==> config.mk <==
export PLATFORM = sky130hd
export DESIGN_NAME = ws281x_rx
export DESIGN_NICKNAME = d
export VERILOG_FILES = /design/src/rtl/ws281x_pkg.sv /design/src/rtl/ws281x_rx_fifo.sv /design/src/rtl/ws281x_rx.sv
export SDC_FILE = /design/constraint.sdc
export NUM_CORES = 1
export LEC_CHECK = 0
export ABC_CLOCK_PERIOD_IN_PS = 1610
export BUFFER_PORTS_ARGS = -buffer_cell sky130_fd_sc_hd__buf_4
export CORE_AREA = 2 2 110 112
export DETAILED_ROUTE_END_ITERATION = 7
export DIE_AREA = 0 0 112 114
export PLACE_DENSITY = 0.51
export SYNTH_ARGS = -nofsm -noshare
export SYNTH_HDL_FRONTEND = slang
export SYNTH_HIERARCHICAL = 1
export SYNTH_SLANG_ARGS = --single-unit
==> constraint.sdc <==
create_clock -name clk_i -period 1.61 [get_ports clk_i]
set_input_delay 0.0805 -clock clk_i [delete_from_list [all_inputs] [get_ports clk_i]]
set_output_delay 0.0805 -clock clk_i [all_outputs]
set_load 0.1 [all_outputs]
==> src/rtl/ws281x_pkg.sv <==
// Shared types and helpers for the WS281x line receiver.
package ws281x_pkg;

    localparam int unsigned WordWidth = 24;

    typedef enum logic [1:0] {
        WAIT_RESET,
        IDLE,
        HIGH,
        LOW
    } ws281x_rx_state_e;

    function automatic int unsigned ns_to_cycles(input longint unsigned clk_freq,
                                                 input longint unsigned ns);
        return 32'((clk_freq / 64'd1000) * ns / 64'd1_000_000);
    endfunction

endpackage

==> src/rtl/ws281x_rx_fifo.sv <==
// Word FIFO for the WS281x receiver: power-of-two depth, registered storage, flush.
module ws281x_rx_fifo
    import ws281x_pkg::*;
#(
    parameter int unsigned Depth = 4
) (
    input  logic                 clk_i,
    input  logic                 rst_ni,
    input  logic                 flush_i,
    input  logic                 push_i,
    input  logic [WordWidth-1:0] wdata_i,
    input  logic                 pop_i,
    output logic [WordWidth-1:0] rdata_o,
    output logic                 valid_o,
    output logic                 full_o
);
    localparam int unsigned AW = $clog2(Depth);

    logic [Depth-1:0][WordWidth-1:0] mem_q;
    logic [AW-1:0]                   wptr_q, rptr_q;
    logic [AW:0]                     cnt_q;
    logic                            do_push, do_pop;

    assign valid_o = (cnt_q != '0);
    assign full_o  = (cnt_q == (AW+1)'(Depth));
    assign rdata_o = mem_q[rptr_q];
    assign do_pop  = pop_i & valid_o;
    // A pop frees the slot in the same cycle, so a full FIFO still accepts.
    assign do_push = push_i & (~full_o | do_pop);

    always_ff @(posedge clk_i or negedge rst_ni) begin
        if (!rst_ni) begin
            mem_q  <= '0;
            wptr_q <= '0;
            rptr_q <= '0;
            cnt_q  <= '0;
        end else if (flush_i) begin
            wptr_q <= '0;
            rptr_q <= '0;
            cnt_q  <= '0;
        end else begin
            if (do_push) begin
                mem_q[wptr_q] <= wdata_i;
                wptr_q        <= wptr_q + 1'b1;
            end
            if (do_pop) rptr_q <= rptr_q + 1'b1;
            cnt_q <= cnt_q + (AW+1)'(do_push) - (AW+1)'(do_pop);
        end
    end

endmodule

==> src/rtl/ws281x_rx.sv <==
// WS281x single-wire receiver: pulse-width decode into 24-bit GRB words.
// WS281X_RX_FIFO_EN selects a FifoDepth-entry FIFO; otherwise a single holding register.
module ws281x_rx
    import ws281x_pkg::*;
#(
    parameter int unsigned ClkFreq     = 38_000_000,
    parameter int unsigned BitThreshNs = 600,
    parameter int unsigned MaxHighNs   = 2000,
    parameter int unsigned ResetNs     = 50_000,
    parameter int unsigned FifoDepth   = 4
) (
    input  logic                 clk_i,
    input  logic                 rst_ni,
    input  logic                 enable_i,
    input  logic                 din_i,
    output logic [WordWidth-1:0] data_o,
    output logic                 valid_o,
    input  logic                 ready_i,
    output logic                 latch_o,
    output logic                 frame_err_o,
    output logic                 overflow_o,
    output logic                 busy_o
);
    localparam int unsigned ThreshCyc  = ns_to_cycles(64'(ClkFreq), 64'(BitThreshNs));
    localparam int unsigned MaxHighCyc = ns_to_cycles(64'(ClkFreq), 64'(MaxHighNs));
    localparam int unsigned ResetCyc   = ns_to_cycles(64'(ClkFreq), 64'(ResetNs));
    localparam int unsigned CntW       = $clog2(ResetCyc + 1);

    if (FifoDepth < 2 || (FifoDepth & (FifoDepth - 1)) != 0) begin : g_bad_depth
        $error("FifoDepth must be a power of two >= 2");
    end

    // [1:0] is the two-flop synchronizer, [2] holds the previous synced level.
    logic [2:0] sync_q;
    logic       line, rise, fall;

    always_ff @(posedge clk_i or negedge rst_ni) begin
        if (!rst_ni) sync_q <= '0;
        else         sync_q <= {sync_q[1:0], din_i};
    end

    assign line = sync_q[1];
    assign rise = sync_q[1] & ~sync_q[2];
    assign fall = ~sync_q[1] & sync_q[2];

    ws281x_rx_state_e     state_q;
    logic [CntW-1:0]      cnt_q, cnt_inc;
    logic [4:0]           bitcnt_q;
    logic [WordWidth-1:0] shift_q;
    logic                 push_q, latch_q, ferr_q, ovf_q;
    logic                 bit_val, pop, full;

    assign cnt_inc = (cnt_q == '1) ? cnt_q : cnt_q + 1'b1;
    assign bit_val = (cnt_q >= CntW'(ThreshCyc));

    always_ff @(posedge clk_i or negedge rst_ni) begin
        if (!rst_ni) begin
            state_q  <= WAIT_RESET;
            cnt_q    <= '0;
            bitcnt_q <= '0;
            shift_q  <= '0;
            push_q   <= 1'b0;
            latch_q  <= 1'b0;
            ferr_q   <= 1'b0;
        end else begin
            push_q  <= 1'b0;
            latch_q <= 1'b0;
            ferr_q  <= 1'b0;
            if (!enable_i) begin
                state_q  <= WAIT_RESET;
                cnt_q    <= '0;
                bitcnt_q <= '0;
                shift_q  <= '0;
            end else begin
                case (state_q)
                    WAIT_RESET: begin
                        if (line)                          cnt_q <= '0;
                        else if (cnt_q >= CntW'(ResetCyc)) begin
                            state_q <= IDLE;
                            cnt_q   <= '0;
                        end else                           cnt_q <= cnt_inc;
                    end
                    IDLE: begin
                        if (rise) begin
                            state_q <= HIGH;
                            cnt_q   <= CntW'(1);
                        end
                    end
                    HIGH: begin
                        if (fall) begin
                            shift_q <= {shift_q[WordWidth-2:0], bit_val};
                            if (bitcnt_q == 5'(WordWidth - 1)) begin
                                push_q   <= 1'b1;
                                bitcnt_q <= '0;
                            end else begin
                                bitcnt_q <= bitcnt_q + 1'b1;
                            end
                            state_q <= LOW;
                            cnt_q   <= CntW'(1);
                        end else if (cnt_q > CntW'(MaxHighCyc)) begin
                            ferr_q   <= 1'b1;
                            state_q  <= WAIT_RESET;
                            cnt_q    <= '0;
                            bitcnt_q <= '0;
                            shift_q  <= '0;
                        end else begin
                            cnt_q <= cnt_inc;
                        end
                    end
                    LOW: begin
                        if (rise) begin
                            state_q <= HIGH;
                            cnt_q   <= CntW'(1);
                        end else if (cnt_q >= CntW'(ResetCyc)) begin
                            latch_q  <= 1'b1;
                            ferr_q   <= (bitcnt_q != '0);
                            bitcnt_q <= '0;
                            shift_q  <= '0;
                            state_q  <= IDLE;
                            cnt_q    <= '0;
                        end else begin
                            cnt_q <= cnt_inc;
                        end
                    end
                    default: state_q <= WAIT_RESET;
                endcase
            end
        end
    end

    // shift_q still holds the completed word in the cycle push_q is high.
    assign pop = valid_o & ready_i;

`ifdef WS281X_RX_FIFO_EN
    ws281x_rx_fifo #(.Depth(FifoDepth)) u_fifo (
        .clk_i   (clk_i),
        .rst_ni  (rst_ni),
        .flush_i (~enable_i),
        .push_i  (push_q),
        .wdata_i (shift_q),
        .pop_i   (pop),
        .rdata_o (data_o),
        .valid_o (valid_o),
        .full_o  (full)
    );
`else
    logic [WordWidth-1:0] hold_q;
    logic                 hold_vld_q;

    always_ff @(posedge clk_i or negedge rst_ni) begin
        if (!rst_ni) begin
            hold_q     <= '0;
            hold_vld_q <= 1'b0;
        end else if (!enable_i) begin
            hold_vld_q <= 1'b0;
        end else if (push_q && (!hold_vld_q || pop)) begin
            hold_q     <= shift_q;
            hold_vld_q <= 1'b1;
        end else if (pop) begin
            hold_vld_q <= 1'b0;
        end
    end

    assign data_o  = hold_q;
    assign valid_o = hold_vld_q;
    assign full    = hold_vld_q;
`endif

    always_ff @(posedge clk_i or negedge rst_ni) begin
        if (!rst_ni) ovf_q <= 1'b0;
        else         ovf_q <= enable_i & push_q & full & ~pop;
    end

    assign latch_o     = latch_q;
    assign frame_err_o = ferr_q;
    assign overflow_o  = ovf_q;
    assign busy_o      = (state_q == HIGH) || (state_q == LOW && bitcnt_q != '0);

endmodule

* Word level (Yosys, flattened, before mapping)
Cells that the tools add are included.
** Storage, ports and cells
- Output and inout port bits :: 29
- Register bits after elaboration :: 74
- Input bits :: 5
** Operators by class
- Magnitude comparators :: 3
- Add/subtract/negate cells :: 2
- Multiplexer cells :: 47
- Bitwise gates (word level) :: 9
- Equal/unequal tests :: 12
- Reductions and logical operators :: 10
** Operators with widths (number)
- 2-to-1 mux 24 bit :: 5
- 2-to-1 mux 11 bit :: 8
- case mux 24 bit (2 select lines) :: 1
- case mux 11 bit (4 select lines) :: 1
- 2-to-1 mux 5 bit :: 6
- 2-to-1 mux 1 bit :: 16
- 2-to-1 mux 2 bit :: 7
- inequality test 3 bit, second input constant :: 4
- adder 11 x 1 -> 11 bit, second input constant :: 1
- == test 11 bit, second input constant :: 1
- >= comparator 11 bit, second input constant :: 1
- >= comparator 11 x 5 -> 1 bit, second input constant :: 1
- > comparator 11 x 7 -> 1 bit, second input constant :: 1
- case mux 5 bit (2 select lines) :: 1
- case mux 2 bit (4 select lines) :: 1
- AND 1 bit :: 6
- inequality test 3 x 1 -> 1 bit, second input constant :: 2
- adder 5 x 1 -> 5 bit, second input constant :: 1
- == test 5 bit, second input constant :: 1
- nonzero test 5 bit :: 1
- == test 2 bit, second input constant :: 2
- inequality test 4 bit, second input constant :: 1
- AND reduction 4 bit :: 1
- NOT 1 bit :: 3
- other kinds (8) :: 10

* Depth between registers and ports, before layout
- Depth in word-level cells :: 6
- Depth in mapped cells :: 7
- Mapped depth without buffers :: 7

* Worst setup path after synthesis
OpenSTA, ideal clock, no wires.
- Kind :: reg2out
- From :: register bitcnt_q[0]
- To :: output port busy_o
- Slack :: -706 ps
- Arrival time :: 2236 ps
- Required time :: 1529 ps
- Buffers on the path :: 0
- Cell stages (with the launch flop) :: 5
- Cells stage by stage :: dfrtp_1 > inv_1 > ha_1 > nor4b_1 > a21oi_1
** Between the ends
- Longest elaborated chain between the ends :: 3
** RTL lines
- start: declaration :: line ws281x_rx.sv:48 : logic [4:0] bitcnt_q;
- start signal: assignment :: line ws281x_rx.sv:96 : bitcnt_q <= bitcnt_q + 1'b1;
- nonzero test 5 bit :: line ws281x_rx.sv:177 : assign busy_o = (state_q == HIGH) || (state_q == LOW && bitcnt_q != '0);
- logical AND 1 bit :: line ws281x_rx.sv:177
- logical OR 1 bit :: line ws281x_rx.sv:177
- end: declaration :: line ws281x_rx.sv:22 : output logic busy_o
Every way passes these cells.

* Worst setup path in the final report
- From :: register cnt_q[7]
- To :: register shift_q[15]
** Between the ends
- Longest elaborated chain between the ends :: 3
- Elaborated cells between the ends (all ways) :: 5
- Those cells by class :: order compare: 2; eq/ne: 2; reduce/logical: 1
** RTL lines
- start: declaration :: line ws281x_rx.sv:47 : logic [CntW-1:0] cnt_q, cnt_inc;
- start signal: assignment :: line ws281x_rx.sv:81 : end else cnt_q <= cnt_inc;
- start signal: assignment :: line ws281x_rx.sv:86 : cnt_q <= CntW'(1);
- start signal: assignment :: line ws281x_rx.sv:99 : cnt_q <= CntW'(1);
- > comparator 11 x 7 -> 1 bit / >= comparator 11 bit (equally long branches) :: line ws281x_rx.sv:100, ws281x_rx.sv:114
- inequality test 4 bit (no line) / inequality test 3 bit (equally long branches)
- AND reduction 4 bit (no line) (*)
- end signal: assignment :: line ws281x_rx.sv:91 : shift_q <= {shift_q[WordWidth-2:0], bit_val};
- end: declaration :: line ws281x_rx.sv:49 : logic [WordWidth-1:0] shift_q;
Every way passes the cells marked *; elsewhere a longest branch is shown, timed or not.
A chain may end at the register's enable or synchronous reset.

==> key figures <==
Run status
  • Status: finished with violations
  • Failing checks: setup timing

Setup path
  • Reg2reg start: cnt_q[7]$_DFFE_PN0P_
  • R2r worst-path depth: 7
  • CP required: around 1900 ps
  • Crit path launch: cnt_q[7]$_DFFE_PN0P_
  • Worst Setup Start Kind: flip-flop
  • Worst Setup End Kind: flip-flop
  • Critical path class: flip-flop to flip-flop
  • Critical path data arrival time: 2030 ps
  • CP max FO: 7
  • Reg2reg setup slack: -150 ps
  • FF-to-FF End: shift_q[15]$_DFFE_PN0P_

Min path
  • Hold path depth: 4
  • Hold Path Sink: valid_o$_DFFE_PN0P_
  • Min-Delay Path Class: primary input to flip-flop
  • Hold Crit Start: ready_i

Power
  • Share of power burned in registers: 48.2%
  • P_int: ~3.0 mW
  • Combinational Power Share: about 4.5%
  • Sw Pwr: 0.9060 mW
  • Pwr Density: 807.8 nW/um2
  • Sw Ratio: about a quarter
  • Worst VDD drop: around 450 uV
  • Leakage: about 2.3 nW
  • Clock network fraction of design power: 47.3%

Cells and area
  • Register area: 1859 um2
  • Post-route cell area: 4807 um2
  • Final Instance Count excl. Fillers: 538
  • Layout cells sized above 1: a little under half
  • Synth-to-layout area growth: 41.61%
  • Ant diodes: 0
  • Multi-input logic area: roughly 1600 um2
  • FILL cells: between 1k and 1.5k
  • Layout Nets: 396

STA
  • Final setup vio count: 39
  • Hold Slack: 41.45 ps
  • Worst Skew: 11.67 ps
  • Final setup TNS: -3961 ps
  • Minimum clock period: 1757 ps
  • Unrepaired setup endpoints after global routing: true
  • Final worst slack: -147.2 ps
  • Slew HR: about 71%
  • Worst slew pin tran: 440.4 ps
  • Tcrit/Tclk final: 109.1%
  • Final slew viol count: 0
  • Final hold vios: 0
  • Max Fclk: 569.1 MHz

GRT
  • Overall Global Routing Usage: 13.46%
  • Initial antenna violation count: 0
  • Vias in the first global route: roughly 2.7k
  • GR Overflow Total: 0
  • First-pass GRT wire length: around 14,000 um
  • Largest net degree at the start of global routing: 47

Synth
  • Synth warn: 6
  • Syn Inst Count: 290
  • Synth Register Bits: between 70 and 80
  • Mapped Avg Cell Area: 11.71 um2
  • Async SR Flop Fraction: 100.0%
  • Post-synthesis sequential area ratio: between 50% and 60%
  • Main synth FF type: dfrtp_1
  • Synthesized area: 3395 um2
  • Number of flops mapped to enable cells by yosys: 0
  • Syn_nets: between 200 and 300
  • Distinct cells, synth: 52

Drt
  • Drt first pass iters: 5
  • DRC viols: 0
  • Via count: roughly 2.7k
  • Antenna viol nets, final: 0
  • Average wire per standard cell: about 16 um
  • Via density: 5.052
  • 1st-iter DRT viols: around 160
  • Total Wirelength: around 8400 um

Clock network
  • Clock transition at path regs: 70 ps
  • Root Driver: clkbuf_16
  • CTS tree: yes
  • Worst skew pair latency: around 330 ps
  • Clock sinks: 74
  • TritonCTS Buffers: 9
  • Clock Tree Buf Depth: 2
  • Clock H-tree levels: 3

Floorplanning
  • Core box area: 11,710 um2
  • Core Rows: 40
  • Initial Utilization: 28.99%
  • Die area: 12,770 um2
  • IO Pins: 34
  • Die Y: ~110 um
  • Die Wd: 112 um

Placement
  • DP HPWL: ~5400 um
  • IO Port Bufs: 33
  • Placed instance count: 503
  • Placed inst area: approximately 4200 um2
  • Routability congestion estimate: roughly 0.8

Job
  • Max Cap Violations: 0
==> final cells by class <==
class                   instances  share of cell area [%]
flip-flops and latches         74                   38.68
multi-input cells             188                   32.40
repair buffers                102                   18.58
clock buffers                   9                   4.685
well taps                     147                   3.826
inverters                      12                  0.9370
clock inverters                 6                  0.8850
==> cell usage after synthesis (2+ instances only) <==
library cell | n | share of area (%)
dfrtp_1 | 74 | 55
nand2_1 | 28 | 3.1
mux2_2 | 24 | 8.0
a22o_1 | 21 | 5.4
inv_1 | 12 | 1.3
nand3_1 | 11 | 1.6
nor2_1 | 10 | 1.1
buf_2 | 8 | 1.2
o21ai_0 | 8 | 1.2
a21oi_1 | 7 | 1.0
buf_6 | 5 | 1.7
o21ai_1 | 5 | 0.74
a22oi_1 | 4 | 0.88
ha_1 | 4 | 1.5
nor2b_1 | 4 | 0.74
o2111ai_1 | 4 | 1.0
o22ai_1 | 4 | 0.74
o31ai_1 | 4 | 0.88
a21o_1 | 3 | 0.66
and3_1 | 3 | 0.55
clkbuf_1 | 3 | 0.33
mux2i_1 | 3 | 0.88
nor3_1 | 3 | 0.44
o21a_1 | 3 | 0.66
a211oi_2 | 2 | 0.74
a31oi_1 | 2 | 0.37
and4_1 | 2 | 0.52
nand2b_1 | 2 | 0.37
nand3_2 | 2 | 0.59
nor3_4 | 2 | 0.96
or3_1 | 2 | 0.37
==> logic make-up (layout without fill, tap and decap cells) <==
kind of cell / Yosys count / after routing / synth area share [%]
adder cells (fa/ha/maj): 4 / 4 / 1.474
AO/OA/AOI/OAI: 79 / 79 / 17.66
multiplexers: 27 / 27 / 8.846
flip-flops: 74 / 74 / 54.55
AND/OR/NAND/NOR: 78 / 78 / 12.97
buffers and inverters: 28 / 129 / 4.497
==> layout by cell type, fill, tap and decap left out, types with 5 or more instances in the layout <==
| master | synthesis | final |
|---|---|---|
| a21oi_1 | 7 | 5 |
| a22o_1 | 21 | 21 |
| buf_12 | 0 | 5 |
| buf_4 | 0 | 87 |
| buf_6 | 5 | 6 |
| clkbuf_16 | 0 | 10 |
| dfrtp_1 | 74 | 70 |
| inv_1 | 12 | 11 |
| mux2_2 | 24 | 24 |
| nand2_1 | 28 | 27 |
| nand3_1 | 11 | 10 |
| nor2_1 | 10 | 5 |
| o21ai_0 | 8 | 5 |
| o21ai_1 | 5 | 6 |
==> worst max-delay path, cell delays in order (launching register included) <==
cell       delay [ps]
dfrtp_1           400
buf_6             130
nor4_4            290
nand3_4           170
o21ai_4           180
o21a_4            230
clkbuf_16         180
a22o_1            120
==> worst max-delay path by stage <==
stage                                         end  depth (start not counted)
after detailed placement     cnt_q[5]$_DFFE_PN0P_                          6
final                     shift_q[15]$_DFFE_PN0P_                          7
after CTS                 shift_q[13]$_DFFE_PN0P_                          7
after global placement       cnt_q[5]$_DFFE_PN0P_                          6
after global routing      shift_q[15]$_DFFE_PN0P_                          7
after floorplan              cnt_q[7]$_DFFE_PN0P_                          7
==> registers in the layout, indices dropped and copies added, names as in the netlist, 2 cells and up <==
signal and cells:
cnt_q 11, bitcnt_q 5, shift_q 24, state_q 2
data_o 24, sync_q 3
==> metrics by stage <==
step	setup slack [ps]	util [%]	power, mW
after CTS	-103.6	39.73	3.925
after global routing	-255.6	41.05	4.040
final	-147.2	41.05	3.883
after global placement	-142.6	35.65	2.047
after detailed placement	-133.3	35.65	2.047
after floorplan	-2.272	-	1.956
==> repair_timing <==
action,CTS,global route
hold endpoints to repair,29,0
cloned,2,1
setup buffers,9,6
setup endpoints to repair,40,44
resized for setup,27,18
hold buffers,2,0
pin swaps,12,11
==> power groups by stage <==
stage	combinational [mW]	clock, mW	sequential, mW
global route	0.191	1.98	1.87
finish	0.173	1.84	1.87
global placement	0.141	0	1.91
floorplan	0.0507	0	1.91
detailed placement	0.141	0	1.91
CTS	0.165	1.89	1.87
==> routing by layer <==
metal	vias to the layer above	GRT usage (%)	share of wire, %
met5	-	0	0
met4	0	6.423	2.7
met3	20	2.976	4.0
met2	69	20.57	46
met1	1360	18.25	47
li1	1269	-	-
No activity file was read; power rests on OpenSTA's default activity.
